## config.mk

```make
export PLATFORM = sky130hd
export DESIGN_NAME = gpio_serial_ctrl
export DESIGN_NICKNAME = d
export VERILOG_FILES = /design/src/rtl/gpio_cfg_pkg.sv /design/src/rtl/serial_sync.sv /design/src/rtl/gpio_serial_ctrl.sv
export SDC_FILE = /design/constraint.sdc
export NUM_CORES = 1
export LEC_CHECK = 0
export ABC_AREA = 1
export CAP_MARGIN = 0
export CORE_UTILIZATION = 45
export DETAILED_ROUTE_END_ITERATION = 8
export GPL_ROUTABILITY_DRIVEN = 0
export GPL_TIMING_DRIVEN = 0
export PLACE_DENSITY = 0.73
export SETUP_SLACK_MARGIN = 0.15
export SKIP_CTS_REPAIR_TIMING = 1
export SLEW_MARGIN = 20
export SYNTH_ARGS = -nofsm -noshare
export SYNTH_HDL_FRONTEND = slang
export SYNTH_HIERARCHICAL = 1
export SYNTH_SLANG_ARGS = --single-unit
```

## constraint.sdc

```tcl
create_clock -name clk -period 3.31 [get_ports clk]
set_clock_uncertainty 0.1 [all_clocks]
set_input_delay 0.662 -clock clk [delete_from_list [all_inputs] [get_ports clk]]
set_output_delay 0.662 -clock clk [all_outputs]
set_load 0.02 [all_outputs]
```

## src/rtl/gpio_cfg_pkg.sv

```systemverilog
// gpio_cfg_pkg: shared GPIO pad configuration word layout and default values
// Used by the serial loader and by every per-pad receiver so field positions live in one place.
package gpio_cfg_pkg;
    localparam int CTRL_BITS = 13;
    localparam int MGMT_ENA  = 0;
    localparam int OEB       = 1;
    localparam int HLDH      = 2;
    localparam int INP_DIS   = 3;
    localparam int IB_MODE   = 4;
    localparam int ANA_EN    = 5;
    localparam int ANA_SEL   = 6;
    localparam int ANA_POL   = 7;
    localparam int SLOW      = 8;
    localparam int VTRIP     = 9;
    localparam int DM_LSB    = 10;
    localparam int DM_W      = 3;
    localparam logic [CTRL_BITS-1:0] CFG_BIDIR = 13'h1801;
    localparam logic [CTRL_BITS-1:0] CFG_INPUT = 13'h0403;
endpackage

```

## src/rtl/serial_sync.sv

```systemverilog
// serial_sync: STAGES-deep 1-bit synchronizer, async active-low reset to 0
// Ports: clk, resetn (async, active-low), d (async input), q (synchronized output).
module serial_sync #(
    parameter int STAGES = 2
) (
    input  logic clk,
    input  logic resetn,
    input  logic d,
    output logic q
);
    logic [STAGES-1:0] sync_q, sync_d;

    always_comb sync_d = STAGES'({sync_q, d});

    always_ff @(posedge clk or negedge resetn) begin
        if (!resetn) sync_q <= '0;
        else         sync_q <= sync_d;
    end

    assign q = sync_q[STAGES-1];
endmodule

```

## src/rtl/gpio_serial_ctrl.sv

```systemverilog
// gpio_serial_ctrl: per-pad receiver of the GPIO serial configuration chain
// Ports: clk, resetn (async, active-low); serial_{clock,resetn,data}_in from upstream,
// serial_{clock,resetn,data}_out to downstream; pad_ctrl shadow word and its decoded
// mode fields; load_pulse high in the cycle pad_ctrl updates.
module gpio_serial_ctrl #(
    parameter int                                 CTRL_BITS   = gpio_cfg_pkg::CTRL_BITS,
    parameter logic [gpio_cfg_pkg::CTRL_BITS-1:0] RESET_VAL   = gpio_cfg_pkg::CFG_INPUT,
    parameter int                                 SYNC_STAGES = 2
) (
    input  logic                 clk,
    input  logic                 resetn,
    input  logic                 serial_clock_in,
    input  logic                 serial_resetn_in,
    input  logic                 serial_data_in,
    output logic                 serial_clock_out,
    output logic                 serial_resetn_out,
    output logic                 serial_data_out,
    output logic [CTRL_BITS-1:0] pad_ctrl,
    output logic                 mgmt_ena,
    output logic                 gpio_outenb,
    output logic                 gpio_holdover,
    output logic                 gpio_inenb,
    output logic                 gpio_ib_mode_sel,
    output logic                 gpio_ana_en,
    output logic                 gpio_ana_sel,
    output logic                 gpio_ana_pol,
    output logic                 gpio_slow_sel,
    output logic                 gpio_vtrip_sel,
    output logic [2:0]           gpio_dm,
    output logic                 load_pulse
);
    import gpio_cfg_pkg::*;

    logic                 s_clk, s_rst, s_dat;
    logic                 s_clk_d_q, s_rst_d_q;
    logic                 rise, fall, rfall, clear, load;
    logic [CTRL_BITS-1:0] shift_q, shift_d, pad_ctrl_q, pad_ctrl_d;
    logic                 data_out_q, data_out_d, load_pulse_q, load_pulse_d;

    serial_sync #(.STAGES(SYNC_STAGES)) u_sync_clk (.clk(clk), .resetn(resetn), .d(serial_clock_in),  .q(s_clk));
    serial_sync #(.STAGES(SYNC_STAGES)) u_sync_rst (.clk(clk), .resetn(resetn), .d(serial_resetn_in), .q(s_rst));
    serial_sync #(.STAGES(SYNC_STAGES)) u_sync_dat (.clk(clk), .resetn(resetn), .d(serial_data_in),   .q(s_dat));

    always_comb begin
        rise         = s_clk & ~s_clk_d_q;
        fall         = ~s_clk & s_clk_d_q;
        rfall        = ~s_rst & s_rst_d_q;
        // Reset low with the chain clock low is a clear; low with the clock high is a load.
        clear        = ~s_rst & ~s_clk;
        load         = rfall & s_clk;
        shift_d      = clear ? '0 : (rise & s_rst) ? {shift_q[CTRL_BITS-2:0], s_dat} : shift_q;
        pad_ctrl_d   = load ? shift_q : pad_ctrl_q;
        load_pulse_d = load;
        // Outgoing data moves with the forwarded falling edge so it is stable across the high phase.
        data_out_d   = fall ? shift_q[CTRL_BITS-1] : data_out_q;
    end

    always_ff @(posedge clk or negedge resetn) begin
        if (!resetn) begin
            s_clk_d_q    <= 1'b0;
            s_rst_d_q    <= 1'b0;
            shift_q      <= '0;
            pad_ctrl_q   <= RESET_VAL;
            data_out_q   <= 1'b0;
            load_pulse_q <= 1'b0;
        end else begin
            s_clk_d_q    <= s_clk;
            s_rst_d_q    <= s_rst;
            shift_q      <= shift_d;
            pad_ctrl_q   <= pad_ctrl_d;
            data_out_q   <= data_out_d;
            load_pulse_q <= load_pulse_d;
        end
    end

    assign serial_clock_out  = s_clk_d_q;
    assign serial_resetn_out = s_rst_d_q;
    assign serial_data_out   = data_out_q;
    assign pad_ctrl          = pad_ctrl_q;
    assign load_pulse        = load_pulse_q;
    assign mgmt_ena          = pad_ctrl_q[MGMT_ENA];
    assign gpio_outenb       = pad_ctrl_q[OEB];
    assign gpio_holdover     = pad_ctrl_q[HLDH];
    assign gpio_inenb        = pad_ctrl_q[INP_DIS];
    assign gpio_ib_mode_sel  = pad_ctrl_q[IB_MODE];
    assign gpio_ana_en       = pad_ctrl_q[ANA_EN];
    assign gpio_ana_sel      = pad_ctrl_q[ANA_SEL];
    assign gpio_ana_pol      = pad_ctrl_q[ANA_POL];
    assign gpio_slow_sel     = pad_ctrl_q[SLOW];
    assign gpio_vtrip_sel    = pad_ctrl_q[VTRIP];
    assign gpio_dm           = pad_ctrl_q[DM_LSB +: DM_W];
endmodule

```

# Word level (Yosys, flattened, before mapping)
# Cells that the tools add are included.
# op_classes
reduce_logical	1
bitwise	9
muxes	2
# ops
cell	count
13-bit two-way mux	2
1-bit AND	6
1-bit NOT	3
2-bit nonzero test	1
# totals
output_inout_bits	30
register_bits	36
in_bits	5
wordCells	21

# Longest topological paths before layout
# depth
ltp_word	5
mapped_depth	6
ltp_nobuf	5

# By module
# Netlist, hierarchy kept.
# by_module_without_submodules
module	n_inst	cells_per_inst	seq_area_each_um2	area_each_um2
gpio_serial_ctrl	1	139	754.5	1313.8
serial_sync	3	2	50.0	50.0

# Least setup slack after synthesis
# Ideal clock, no wire load.
# synth_path
kind	reg-to-output
start	reg pad_ctrl_q[0] (netlist: pad_ctrl[0])
end	out pad_ctrl[0]
required_time_ns	2.548
slack_ns	1.817
n_path_buf	1
t_arrival_ns	0.731
path_stages_with_launch	2
path_cell_list	dfstp_2 -> buf_4
# synth_rtl
element	line	rtl
start: declaration	gpio_serial_ctrl.sv:37	logic [CTRL_BITS-1:0] shift_q, shift_d, pad_ctrl_q, pad_ctrl_d;
start signal: assignment	gpio_serial_ctrl.sv:70	pad_ctrl_q <= pad_ctrl_d;
end: declaration	gpio_serial_ctrl.sv:18	output logic [CTRL_BITS-1:0] pad_ctrl,
# No word-level cell between the ends.

# Worst setup path after layout
# layout_path
start	reg pad_ctrl_q[1] (netlist: pad_ctrl[1])
end	out pad_ctrl[1]
# No word-level cell between the ends.

==> out/results.ini <==
[global_routing]
grt_usage_pct=18.03
grtUsageMet3_pct=4.585
grt-busiest-layer=met2
use_met1_pct=22.87
antenna_found_initial=0
overflow=0
grt_max_degree=21
grt_pass1_wl_um=4519
grt_pass1_vias=995
gr-usage-met2_pct=29.22

[sta]
setup_ws_ps=985.7
slew_headroom_pct=71.47
rsz0062_at_grt=no
max_freq_mhz=430.2
min_period_over_period_pct=70.22
period_needed_ps=2324
tightest_slew_ps=427.9
hold_viol_final=0
setup_tns_ps=0
final-setup-viol-count=0
drv_slew=0

[route]
vias=1104
dr.pass1.iters=4
detail-route-antenna-nets=0
wirelength_um=2640
post-route-drc-count=0
first_iter_violations=30
vias_per_cell=4.759
wl_per_cell_um=11.38

[clocking]
clk_latency_ps=320
tritoncts=done
path_clk_slew_ps=100
clockBufferDepth=2
clock-sinks=36
h-tree-depth=2
root_buffer=clkbuf_4
cts_inserted_buffers=5

[critical_path]
critical_path.max_fanout=3
start_kind=flip-flop
endpoint_kind=output pin
crit_type=flip-flop to output pin
worstPathRequired_ps=2550
cp.arrival_ps=1560

[synthesis]
netlist.area_leader.share_pct=56.41
synth_top_cell_by_area=dfrtp_1
ys_warn_count=6
syn_avg_cell_area_um2=10.10
synth_area_leaders=dfrtp_1 (56%), nand2_1 (13%), buf_4 (7.7%)
ys_seq_area_share_pct=61.79
syn_nets=150
syn_area_um2=1464
yosys_register_bits=36
synth_cell_types=14
synthCells=145

[floorplanning]
rows=20
core_area_um2=3078
die-height_um=59.04
dieArea_um2=3485
dieWidth_um=59.04
pin_count=35
initial_core_util_pct=47.56

[layout]
seq_area_um2=904.6
area_growth_pct=32.56
diodes=0
nets=192
fill_cells=276
multiInputGateArea_um2=385.4
drive_gt1_share_pct=20.21

[status]
status=finished, final reports clean

[power_and_ir_drop]
p_leak_uw=0.0009821
ir_worst_vdd_uv=266.1
power.density_nw_per_um2=399.8

[placed_design]
dp_slack_ps=1339
io_buffer_count=34
dp_hpwl_um=1944

[worst_hold_path]
holdCritPathClass=input pin to asynchronous set/reset pin

[flow_run]
drv_cap=0

## routing by layer
| layer | routed length [um] | part of all wire, % |
|---|---|---|
| met1 | 1168 | 44 |
| met2 | 1337 | 51 |
| met3 | 94 | 3.6 |
| met4 | 40 | 1.5 |
| met5 | 0 | 0 |
## per-stage QoR
stage	area (um2)	power, uW	util [%]	cells	hold WS, ps
floorplan	1464	508.1	-	145	231.2
global placement	1859	542.7	60.41	223	237.6
detailed placement	1882	548.7	61.14	224	240.5
CTS	1941	783.9	63.05	232	160.8
global route	1941	812.6	63.05	232	171.6
finish	1941	775.9	63.05	232	162.3
## area by class of cell
type | instances | area share, %
clock buffer | 8 | 3.030
multi-input combinational | 83 | 19.86
timing repair buffer | 35 | 18.70
sequential | 36 | 46.62
inverter | 5 | 0.9671
tap | 44 | 2.837
buffer | 21 | 7.995
## critical path, stage by stage, from the launching register on
cell and delay [ps]:
dfstp_2 560, buf_4 100, clkdlybuf4s50_1 580
## synthesized netlist by cell type, drive strengths merged
cell type / number
buf: 21
dfrtp: 33
dfstp: 3
inv: 5
nand2: 53
nand3: 15
nand4: 13
o21ai: 2
## registers in the layout, indices dropped and copies added, names as in the netlist
signal,count
load_pulse,1
serial_clock_out,1
u_sync_clk/sync_q,2
u_sync_rst/sync_q,2
u_sync_dat/sync_q,2
shift_q,13
serial_data_out,1
serial_resetn_out,1
pad_ctrl,13
## power by group
part	internal [uW]	total [uW]	switching (uW)	leakage, uW
logic	34.3	78.1	43.7	0.000477
clock network	105	237	132	0.0000326
registers	453	461	8.56	0.000472
## cells by family after synthesis
kind of cell	Yosys count	synth area share [%]
AND/OR/NAND/NOR	81	25.64
AO/OA/AOI/OAI	2	0.6838
flip-flops	36	61.80
buffers and inverters	26	11.88
## layout by cell type (no fill, tap or decap), types with 3 or more instances in the layout
cell type / synthesis / layout
inv_2: 3 / 3
dfstp_2: 3 / 3
buf_2: 4 / 5
dfrtp_1: 33 / 33
clkdlybuf4s50_1: 0 / 33
nand4_1: 13 / 13
clkbuf_4: 0 / 5
buf_4: 15 / 15
nand3_1: 13 / 13
nand2_1: 52 / 52
## worst paths after layout
| path | startpoint | endpoint | slack [ps] | depth (start not counted) |
|---|---|---|---|---|
| max in group asynchronous | resetn | pad_ctrl[1] | 2430 | 2 |
| min in group clk | u_sync_clk/sync_q[0] | u_sync_clk/sync_q[1] | 260 | 0 |
| setup / recovery | pad_ctrl[1] | pad_ctrl[1] | 990 | 2 |
| hold / removal | resetn | u_sync_clk/sync_q[0] | 160 | 1 |
| setup reg to reg | serial_clock_out | shift_q[6] | 2070 | 5 |
| hold reg to reg | u_sync_clk/sync_q[0] | u_sync_clk/sync_q[1] | 260 | 0 |
No activity file was read; power rests on OpenSTA's default activity.
